## config.mk

```make
export PLATFORM = sky130hd
export DESIGN_NAME = param_countdown_timer
export DESIGN_NICKNAME = d
export VERILOG_FILES = /design/src/rtl/param_countdown_timer_pkg.sv /design/src/rtl/param_countdown_timer_tick_prescaler.sv /design/src/rtl/param_countdown_timer.sv
export SDC_FILE = /design/constraint.sdc
export NUM_CORES = 1
export LEC_CHECK = 0
export CORE_MARGIN = 3
export CORE_UTILIZATION = 55
export CTS_BUF_LIST = sky130_fd_sc_hd__clkbuf_4 sky130_fd_sc_hd__clkbuf_8
export DETAILED_ROUTE_END_ITERATION = 10
export GPL_TIMING_DRIVEN = 1
export PLACE_DENSITY = 0.79
export SYNTH_ARGS = -nofsm -noshare
export SYNTH_HDL_FRONTEND = slang
export SYNTH_SLANG_ARGS = --single-unit
```

## constraint.sdc

```tcl
create_clock -name clk -period 2.1 [get_ports clk]
set_input_delay 0.21 -clock clk [delete_from_list [all_inputs] [get_ports clk]]
set_output_delay 0.21 -clock clk [all_outputs]
set_load 0.03 [all_outputs]
```

## src/rtl/param_countdown_timer_pkg.sv

```systemverilog
// Shared types and constants for the countdown timer family.
// Includes the saturating two-digit decimal helper used by the optional BCD outputs.
package countdown_pkg;

  typedef enum logic [1:0] {
    IDLE   = 2'd0,
    RUN    = 2'd1,
    PAUSED = 2'd2,
    DONE   = 2'd3
  } state_e;

  localparam int DEFAULT_PRESCALE = 100_000_000;
  localparam int DEFAULT_LOAD     = 5;

  // Tens/ones digits of v; anything above 99 pins to 9,9.
  function automatic logic [7:0] bcd_sat99(input logic [31:0] v);
    logic [31:0] s;
    s = (v > 32'd99) ? 32'd99 : v;
    return {4'(s / 32'd10), 4'(s % 32'd10)};
  endfunction

endpackage

```

## src/rtl/param_countdown_timer_tick_prescaler.sv

```systemverilog
// Free-running modulo-PRESCALE counter with enable and synchronous clear.
// tick is combinational: high on the last phase of a period while enabled.
module tick_prescaler #(
  parameter int PRESCALE = 4
) (
  input  logic clk,
  input  logic reset,
  input  logic en,
  input  logic clr,
  output logic tick
);

  localparam int            W    = (PRESCALE > 1) ? $clog2(PRESCALE) : 1;
  localparam logic [W-1:0]  LAST = W'(PRESCALE - 1);

  logic [W-1:0] cnt;

  assign tick = en && (cnt == LAST);

  // clr beats en so a restart always begins a full period.
  always_ff @(posedge clk or posedge reset) begin
    if (reset)     cnt <= '0;
    else if (clr)  cnt <= '0;
    else if (en)   cnt <= tick ? '0 : cnt + W'(1);
  end

endmodule

```

## src/rtl/param_countdown_timer.sv

```systemverilog
// Prescaled loadable down-counter with start/pause/resume and one-shot or auto-reload.
// Optional COUNTDOWN_BCD_EN adds registered decimal digit outputs bcd_tens/bcd_ones.
module param_countdown_timer #(
  parameter int CNT_W        = 8,
  parameter int PRESCALE     = countdown_pkg::DEFAULT_PRESCALE,
  parameter int DEFAULT_LOAD = countdown_pkg::DEFAULT_LOAD
) (
  input  logic             clk,
  input  logic             reset,
  input  logic             load,
  input  logic [CNT_W-1:0] load_val,
  input  logic             start,
  input  logic             pause,
  input  logic             auto_reload,
  output logic [CNT_W-1:0] count,
  output logic             running,
  output logic             step_tick,
  output logic             expired
`ifdef COUNTDOWN_BCD_EN
  ,
  output logic [3:0]       bcd_tens,
  output logic [3:0]       bcd_ones
`endif
);

  import countdown_pkg::*;

  localparam logic [1:0]       S_IDLE   = 2'(IDLE);
  localparam logic [1:0]       S_RUN    = 2'(RUN);
  localparam logic [1:0]       S_PAUSED = 2'(PAUSED);
  localparam logic [1:0]       S_DONE   = 2'(DONE);
  localparam logic [CNT_W-1:0] LOAD_RST = CNT_W'(DEFAULT_LOAD);

  logic [1:0]       state, state_nxt;
  logic [CNT_W-1:0] count_nxt;
  logic [CNT_W-1:0] reload, reload_nxt;
  logic             step_nxt, exp_nxt;
  logic             pre_en, pre_clr, tick;

  // Prescaler only advances in RUN with no higher-priority control this cycle.
  assign pre_en = (state == S_RUN) && !load && !pause;

  tick_prescaler #(
    .PRESCALE (PRESCALE)
  ) u_pre (
    .clk   (clk),
    .reset (reset),
    .en    (pre_en),
    .clr   (pre_clr),
    .tick  (tick)
  );

  always_comb begin
    state_nxt  = state;
    count_nxt  = count;
    reload_nxt = reload;
    step_nxt   = 1'b0;
    exp_nxt    = 1'b0;
    pre_clr    = 1'b0;
    if (load) begin
      count_nxt  = load_val;
      reload_nxt = load_val;
      pre_clr    = 1'b1;
      state_nxt  = S_IDLE;
    end else if (pause && state == S_RUN) begin
      state_nxt = S_PAUSED;
    end else begin
      case (state)
        S_IDLE: begin
          if (start && count != '0) begin
            pre_clr   = 1'b1;
            state_nxt = S_RUN;
          end
        end
        S_PAUSED: begin
          if (start) state_nxt = S_RUN;
        end
        S_DONE: begin
          if (start && reload != '0) begin
            count_nxt = reload;
            pre_clr   = 1'b1;
            state_nxt = S_RUN;
          end
        end
        S_RUN: begin
          if (tick) begin
            step_nxt = 1'b1;
            if (count > CNT_W'(1)) begin
              count_nxt = count - CNT_W'(1);
            end else begin
              // Final step of the period; auto_reload is only looked at here.
              exp_nxt = 1'b1;
              if (auto_reload) begin
                count_nxt = reload;
              end else begin
                count_nxt = '0;
                state_nxt = S_DONE;
              end
            end
          end
        end
        default: state_nxt = S_IDLE;
      endcase
    end
  end

  always_ff @(posedge clk or posedge reset) begin
    if (reset) begin
      state     <= S_IDLE;
      count     <= LOAD_RST;
      reload    <= LOAD_RST;
      running   <= 1'b0;
      step_tick <= 1'b0;
      expired   <= 1'b0;
    end else begin
      state     <= state_nxt;
      count     <= count_nxt;
      reload    <= reload_nxt;
      running   <= (state_nxt == S_RUN);
      step_tick <= step_nxt;
      expired   <= exp_nxt;
    end
  end

`ifdef COUNTDOWN_BCD_EN
  localparam logic [7:0] BCD_RST = bcd_sat99(32'(DEFAULT_LOAD));

  // Digits trail count by one cycle.
  always_ff @(posedge clk or posedge reset) begin
    if (reset) {bcd_tens, bcd_ones} <= BCD_RST;
    else       {bcd_tens, bcd_ones} <= bcd_sat99(32'(count));
  end
`else
  // Digit outputs are not built in this configuration.
`endif

endmodule

```

==> reports/metrics.sh <==
DRC_ERRORS=0
CRITPATHCAPTURETYPE='register'
ROUTE.FINAL.WIRE_LENGTH_UM=10800
IOPINCOUNT=25
MAX_SLEW_MARGIN=0.687
CORE.ROWCOUNT=26
FLOORPLAN.DIE_AREA_SQ_UM=6480
FLOORPLAN.CORE_AREA_SQ_UM=5240
DETAIL_ROUTE.VIAS_PER_CELL=6.89
GRT_ANTENNA_BEFORE_REPAIR=0
POST-DP-HPWL_UM=6010
REG2REG_DEPTH=8
DIEWIDTH_UM=80.5
INITIAL_UTIL=0.583
FINAL_ANTENNA_NET_COUNT=0
FF2FF_SETUP_SLACK_NS=-0.17
SYN_INST=308
TIMING.CRITICAL_PATH.FROM_TYPE='register'
FIRST_PASS_ITERS=9
FINAL.SETUP.TNS_NS=-2.29
DRIVE_ABOVE_1_SHARE=0.500
CLK_PIN_SLEW_WORST_PATHS_NS=0.10
CP_DATA_ARRIVAL_TIME_NS=2.46
GR-USAGE-ALL-LAYERS=0.286
CTS_BUFFERS=5
POST_SYNTH.CELL_AREA_AVG_SQ_UM=9.91
CRITICAL_PATH.REG2REG.ENDPOINT='u_pre.cnt[25]'
FINAL_MAX_SLEW_VIOL_COUNT=0
DIE_HEIGHT_UM=80.5
ANTENNA_DIODE_INSTANCE_COUNT=0
YOSYS_WARNINGS=0
DRV_CAP=0
IO_BUFFER_COUNT=24
GLOBAL_ROUTE_WIRE_LENGTH_BEFORE_REPAIR_UM=14500
FINCLKSKEW_NS=0.0141
HOLD_VIOL=0
POWER.STATIC_LEAKAGE_nW=1.76
CRIT_TYPE='register to register'
NUM-NETS-FINAL=427
GRT_MAX_DEGREE=23
ASYNC_FLOP_SHARE=1.00
FINAL-SETUP-VIOL-COUNT=27
RR_STARTPOINT='state[0]'
ROUTABILITYCONGESTION=1.00
SYNTH-MAIN-FF-CELL='dfrtp_1'
FINAL_CRITICAL_PATH_SETUP_SLACK_NS=-0.168
SYNTH.MOST_COMMON_CELL='dfrtp_1'
POWER_DENSITY_NORMALIZED_TO_CELL_AREA_nW_PER_UM2=890
HOLDCRITPATHCLASS='primary input to async pin'
WORST_PIN_SLEW_NS=0.467
SYNTH_ENABLE_FLOP_CELLS=0
DP.CELLS=451
AREA_GROWTH_SYN_TO_LAYOUT_PCT=44.6
HTREE_LEVELS=2
SYNTH_TOP_CELL_BY_AREA='dfrtp_1'
CP_MAX_FO=9
SYNTH_FP_NETS=330
SYNTH_CELL_TYPES=61
SYN_AREA_SQ_UM=3050
CLOCK-ROOT-BUFFER='clkbuf_8'
FIN_HOLD_WS_NS=0.172
SYNTH-SEQ-CELLS=48
CTS.SINK_COUNT=48
FMAX_GHz=0.441
SYNTH-SEQ-AREA-SHARE=0.395
VIAS_IN_THE_FIRST_GLOBAL_ROUTE=3028
NUMBER_OF_NON_FILLER_INSTANCES_IN_THE_COMPLETED_LAYOUT=476
VIOLATIONS_IN_THE_FINAL_REPORTS='negative setup slack'
RSZ0062_AT_GRT='yes'
FILLER_CELL_COUNT=259
TIMING.FINAL.CRIT_SHARE=1.08
GRT.OVERFLOW.TOTAL=0
CLOCK_INSERTION_DELAY_WORST_SKEW_NS=0.32
CLOCK_TREE_FROM_TRITONCTS='built'
FINISH.INSTANCE_AREA_SQ_UM=4410
MAX-CLOCK-PATH-BUFFERS=2
IR_DROP_mV=0.663
DETAIL_ROUTE.WL_PER_CELL_UM=22.8
DPL-INSTANCE-AREA_SQ_UM=3900
CP.REQUIRED_NS=2.29
PERIOD_MINUS_SLACK_NS=2.27
ROUTE.VIAS.TOTAL=3280
RUN_STATUS='complete, but fails checks'
SYNTH.AREA.TOP_CELLS='dfrtp_1 (36%), a21oi_2 (5.5%), o31ai_1 (4.7%), or4_1 (4.7%), dfstp_2 (3.4%)'
INITIALDRTVIOLATIONCOUNT=477
SHARE_OF_YOSYS_CELL_AREA_CLAIMED_BY_THE_TOP_AREA_CELL_TYPE=0.361
SYNTHTOPCELLSBYCOUNT='dfrtp_1 (44), nand2_1 (20), a21oi_2 (19), o31ai_1 (19), or4_1 (19)'
## layout by cell type (no fill, tap or decap), types with 9 or more instances in the layout
cell	instances
nand2_1	19
o21ai_0	9
clkdlybuf4s50_1	24
buf_4	72
nand3_1	16
inv_1	10
dfrtp_1	40
or4_4	16
o31ai_2	12
a21oi_2	20
## stage by stage
stage | utilization | total power (W) | setup WS (ns)
after floorplan | - | 0.00209 | -0.143
after global placement | 0.744 | 0.00269 | -0.179
after detailed placement | 0.744 | 0.00273 | -0.236
after CTS | 0.799 | 0.00357 | -0.0963
after global routing | 0.843 | 0.00408 | -0.218
final | 0.843 | 0.00393 | -0.168
## report_power, final
group / total, W / switching (W) / internal, W
registers: 0.00116 / 0.000106 / 0.00105
clock network: 0.000687 / 0.000334 / 0.000353
logic: 0.00208 / 0.00111 / 0.000968
total: 0.00393 / 0.00155 / 0.00237
## layer usage
| layer | vias up | wire length (um) | track usage | share of wire |
|---|---|---|---|---|
| met2 | 235 | 5120 | 0.467 | 0.47 |
| met3 | 89 | 950 | 0.0516 | 0.088 |
| li1 | 1391 | - | - | - |
| met1 | 1565 | 4070 | 0.376 | 0.38 |
| met4 | 0 | 695 | 0.111 | 0.064 |
| met5 | - | 0 | 0 | 0 |
## repair_timing
action,CTS,global route
pin swaps,13,11
buffers inserted,10,7
setup endpoints to repair,30,34
gates resized for setup,24,36
endpoints found under the hold margin,0,0
hold buffers,0,0
## layout make-up
class | count | area (sq um) | area share
Inverter | 15 | 56.3 | 0.0128
Tap cell | 70 | 87.6 | 0.0198
Timing Repair Buffer | 106 | 915 | 0.207
Clock inverter | 3 | 42.5 | 0.00964
Clock buffer | 5 | 68.8 | 0.0156
Sequential cell | 48 | 1210 | 0.274
Multi-Input combinational cell | 229 | 2030 | 0.460
## logic make-up (layout without fill, tap and decap cells)
| family | after synthesis | in the layout | share of synthesized area |
|---|---|---|---|
| compound gates | 84 | 84 | 0.219 |
| xor+xnor | 6 | 6 | 0.0172 |
| fa+ha+maj | 8 | 8 | 0.0328 |
| buf+inv | 31 | 129 | 0.0558 |
| flops | 48 | 48 | 0.395 |
| mux | 13 | 13 | 0.0455 |
| simple gates | 118 | 118 | 0.234 |
## worst max-delay path by stage
| stage | start | end | slack (ns) | cells after the start |
|---|---|---|---|---|
| 2_1_floorplan | count[0] | u_pre.cnt[26] | -0.14 | 8 |
| 4_1_cts | state[0] | u_pre.cnt[13] | -0.1 | 9 |
| 6_report | state[0] | u_pre.cnt[25] | -0.17 | 8 |
| 3_5_place_dp | pause | count[4] | -0.24 | 6 |
| 5_1_grt | state[0] | u_pre.cnt[25] | -0.22 | 8 |
| 3_3_place_gp | pause | count[4] | -0.18 | 6 |
## flip-flops by register name, summed over array words and instances, names as in the netlist
register	flops
u_pre.cnt	27
state	2
count	8
expired	1
step_tick	1
running	1
reload	8
## critical path, cell delays in order (launching register included)
cell	delay [ns]
dfrtp_1	0.39
inv_2	0.10
ha_4	0.21
and2b_2	0.25
nand3_2	0.10
o211a_4	0.28
buf_4	0.18
o41ai_1	0.48
a21oi_1	0.14
(Power assumes the default switching activity.)
